## src/rtl/priority_scan_encoder.sv

```systemverilog
// Multi-hot request vector in, one binary index per set bit out, in priority order.
// Valid/ready on both sides; a new vector is taken only once the previous one has fully drained.
module priority_scan_encoder #(
   parameter int N         = 4,
   parameter bit MSB_FIRST = 1'b1,
   localparam int W        = $clog2(N)
) (
   input  logic         clk,
   input  logic         rst,
   input  logic [N-1:0] in_req,
   input  logic         in_valid,
   output logic         in_ready,
   output logic [W-1:0] out_code,
   output logic         out_last,
   output logic         out_none,
   output logic         out_valid,
   input  logic         out_ready
);

   // Handshake: a transfer happens on a rising edge where valid && ready are both high.
   // Producers never make valid depend on ready; ready may depend on valid.

   localparam logic [N-1:0] ONE = {{(N-1){1'b0}}, 1'b1};

   logic [N-1:0] pend;
   logic         slot_free;
   logic         accept;
   logic [N-1:0] src;
   logic [W-1:0] pick_code;
   logic [N-1:0] pick_rem;

   function automatic logic [W-1:0] prio_index(input logic [N-1:0] vec);
      logic [W-1:0] idx;
      idx = '0;
      if (MSB_FIRST) begin
         for (int i = 0; i < N; i++) begin
            if (vec[i]) idx = W'(i);
         end
      end else begin
         for (int i = N - 1; i >= 0; i--) begin
            if (vec[i]) idx = W'(i);
         end
      end
      return idx;
   endfunction

   always_comb begin
      slot_free = !out_valid || out_ready;
      in_ready  = !rst && (pend == '0) && slot_free;
      accept    = in_valid && in_ready;
      // Draining and accepting never overlap, so one picker serves both.
      src       = (pend != '0) ? pend : in_req;
      pick_code = prio_index(src);
      pick_rem  = src & ~(ONE << pick_code);
   end

   always_ff @(posedge clk) begin
      if (rst) begin
         pend      <= '0;
         out_valid <= 1'b0;
         out_code  <= '0;
         out_last  <= 1'b0;
         out_none  <= 1'b0;
      end else if (slot_free) begin
         if ((pend != '0) || (accept && (in_req != '0))) begin
            out_code  <= pick_code;
            pend      <= pick_rem;
            out_last  <= (pick_rem == '0);
            out_none  <= 1'b0;
            out_valid <= 1'b1;
         end else if (accept) begin
            out_code  <= '0;
            out_last  <= 1'b1;
            out_none  <= 1'b1;
            out_valid <= 1'b1;
         end else begin
            out_valid <= 1'b0;
         end
      end
   end

endmodule
```

## config.mk

```make
export PLATFORM = sky130hd
export DESIGN_NAME = priority_scan_encoder
export DESIGN_NICKNAME = d
export VERILOG_FILES = /design/src/rtl/priority_scan_encoder.sv
export SDC_FILE = /design/constraint.sdc
export NUM_CORES = 1
export LEC_CHECK = 0
export ABC_CLOCK_PERIOD_IN_PS = 2400
export CORE_AREA = 8 8 45 47
export CTS_BUF_LIST = sky130_fd_sc_hd__clkbuf_4 sky130_fd_sc_hd__clkbuf_8 sky130_fd_sc_hd__clkbuf_16
export CTS_CLUSTER_SIZE = 8
export DETAILED_ROUTE_END_ITERATION = 16
export DIE_AREA = 0 0 53 55
export PLACE_DENSITY = 0.66
export SETUP_SLACK_MARGIN = 0.5
export SLEW_MARGIN = 5
export SYNTH_ARGS = -nofsm -noshare
export SYNTH_HDL_FRONTEND = slang
export SYNTH_SLANG_ARGS = --single-unit
export TNS_END_PERCENT = 10
```

## constraint.sdc

```tcl
create_clock -name clk -period 2.4 [get_ports clk]
set_input_delay 0.6 -clock clk [delete_from_list [all_inputs] [get_ports clk]]
set_output_delay 0.6 -clock clk [all_outputs]
set_load 0.02 [all_outputs]
```

==> key figures <==
Run status
  – Status: complete, no violations

Power
  – Leakage: 0.3406 nW
  – P per Cell Area: 1015 nW/um^2
  – Peak VDD IR: 0.5556 mV

Yosys
  – Largest area contributor in the netlist: dfxtp_1
  – Predominant post-synthesis flop cell: dfxtp_1
  – #FFs+latches synth: 9
  – Post-synthesis area per instance: 9.168 sq um
  – Top post-synthesis cells by area: dfxtp_1, nor2_1, nor4_4, a21oi_1, o21bai_4
  – Yosys warns: 0
  – Share of the synthesized area in the top cell type: 0.3573
  – Cell area after synthesis: 504.2 sq um
  – Syn nets: 63
  – Synth Instances: 55
  – Compound-Gate Fraction of Synth Area: 0.2978
  – FFs w/ async S/R, synth: 0
  – Largest family of logic cells by synthesized area: compound AO/OA/AOI/OAI gates
  – Fraction of the mapped netlist area in adder cells: 0.01985
  – Post-synthesis sequential area ratio: 0.3573
  – Fraction of synthesized area in multiplexers: 0.01985
  – Yosys cell types: 30
  – Post-Synth Simple-Gate Area: 0.2680
  – Post-synth EDFFs: 0
  – Post-Synth XOR/XNOR Area: 0

Die
  – I/O pins: 14
  – Die height: 55 um
  – Die width: 53 um
  – Core box area: 1384 sq um
  – Num rows: 14
  – Die ar.: 2915 sq um
  – Initial Util: 0.3644

STA
  – Tmin final: 1876 ps
  – Worst-margin pin slew: 330.9 ps
  – Rel. slew slack: 0.7786
  – Minimum hold slack: 455.0 ps
  – Slew Limit Fails: 0
  – Total negative slack: 0 ps
  – Final Hold Fails: 0
  – Max Clock Freq: 533.2 MHz
  – RSZ-0062 raised after global routing: true
  – Final setup viols: 0
  – Final WS setup: 524.5 ps
  – Final period utilization: 0.7815
  – Skew final: 2.520 ps

Critical path
  – Type of the worst setup path: in -> out
  – CP max stage cell: and2b_1
  – Peak fanout along the critical path: 2
  – Setup crit end kind: output port
  – Nature of the critical path startpoint: input pin
  – Crit path required time: 1800 ps
  – CP peak stage delay: 180 ps
  – Arrival @ worst endpoint: 1280 ps
  – Critical-path cell list: buf_2 -> and2b_1 -> nor2_1 -> and2_1 -> buf_6

Clock tree
  – Clock Latency Late Sink: 260 ps
  – CTS tree: yes
  – H-tree levels: 1
  – Max Buffers Root-to-Sink: 2
  – Root Driver: clkbuf_4
  – CTS buffer count: 3
  – Sink Count: 9
  – Clock slew at reported path FFs: 60 ps
  – Post-cts hold buffer count: 0

GRT
  – GRT Total Usage: 0.09753
  – First-pass GRT wire length: 2152 um
  – Vias in the first global route: 541
  – Initial antenna violation count: 0
  – Largest net degree at the start of global routing: 10
  – GRT overflow: 0

Finish
  – Post-Route Utilization: 0.5443
  – Layout cells sized above 1: 0.2716
  – Area growth, synth to finish: 49.38%
  – Fin nets: 90
  – Most frequent cells in the layout: buf_4, nor2_1, dfxtp_1
  – Fill cell count: 134
  – Antenna cell count: 0
  – Most common cell after layout, fill and taps aside: buf_4

Detailed routing
  – Wire length per cell: 13.46 um
  – Pre-antenna DRT Iters: 4
  – Vias per inst: 5.299
  – Vias: 514
  – Initial drt markers: 15
  – Final wirelength: 1306 um
  – Residual DRC: 0
  – Remaining antenna violation count after routing: 0

Placement
  – Gpl congestion: 0.9165
  – Post-Place Worst Slack: -297.7 ps
  – Half-perimeter wire length after placement: 913.5 um
  – PortBufs: 13

Worst hold path
  – Min-Delay Path Class: reg -> reg

Run
  – Max_cap viols: 0
final cells by class:
cell class / instances / area (sq um) / share of cell area
Clock buffer: 4 / 30.03 / 0.03987
Inverter: 2 / 7.507 / 0.009967
Tap cell: 16 / 20.02 / 0.02658
Timing Repair Buffer: 23 / 210.2 / 0.2791
Multi-Input combinational cell: 43 / 305.3 / 0.4053
Sequential cell: 9 / 180.2 / 0.2392
routing by layer:
layer / up-vias / wire length [um] / global-route usage / share of wire
met5: - / 0 / 0 / 0
met4: 0 / 9 / 0.05603 / 0.0069
met3: 2 / 122 / 0.03209 / 0.093
met2: 22 / 635 / 0.1563 / 0.49
met1: 237 / 539 / 0.1118 / 0.41
li1: 253 / - / - / -
report_power, final:
part | switching [W] | internal (W) | leakage, nW
clock | 0.0000521 | 0.0000753 | 0.0184
combinational | 0.000206 | 0.000202 | 0.248
sequential | 0.0000350 | 0.000194 | 0.0742
state kept, by name, indices dropped and copies added (netlist names):
name       count
out_last       1
out_code       2
out_none       1
out_valid      1
pend           4
synthesized netlist by cell type, types with 2 or more instances:
cell	instances
and2_1	2
dfxtp_1	9
a21oi_1	4
nand2_1	3
o21ai_0	2
nor2_1	9
a211oi_1	2
inv_1	2
repair_timing:
item / in CTS / in global routing
cloned: 0 / 0
hold endpoints to repair: 0 / 0
endpoints found under the setup margin: 3 / 5
pin swaps: 1 / 1
setup buffers: 6 / 0
resized for setup: 10 / 4
path summary, 6_finish.rpt:
check / cells past startpoint / start / slack, ps / to
setup / recovery: 5 / out_ready / 520 / in_ready
hold / removal: 2 / out_code[0] / 450 / out_code[0]
setup reg to reg: 11 / out_valid / 780 / out_last
hold reg to reg: 2 / out_code[0] / 450 / out_code[0]
per-stage QoR:
| step | std cells | power (W) | area [sq um] |
|---|---|---|---|
| floorplan | 55 | 0.0004756 | 504.2 |
| global placement | 87 | 0.0006197 | 673.1 |
| detailed placement | 87 | 0.0006212 | 673.1 |
| CTS | 97 | 0.0007690 | 743.2 |
| global route | 97 | 0.0008159 | 753.2 |
| finish | 97 | 0.0007644 | 753.2 |
critical path, delay by kind of cell:
family	cells	cell delay [ps]
buffers and inverters	2	200
AND/OR/NAND/NOR	3	480
cells by family (layout without fill, tap and decap cells):
family          count (synthesis)  in the layout
flops                           9              9
mux                             1              1
compound gates                 19             19
buf+inv                         3             29
simple gates                   22             22
fa+ha+maj                       1              1
No activity file was read; power rests on OpenSTA's default activity.
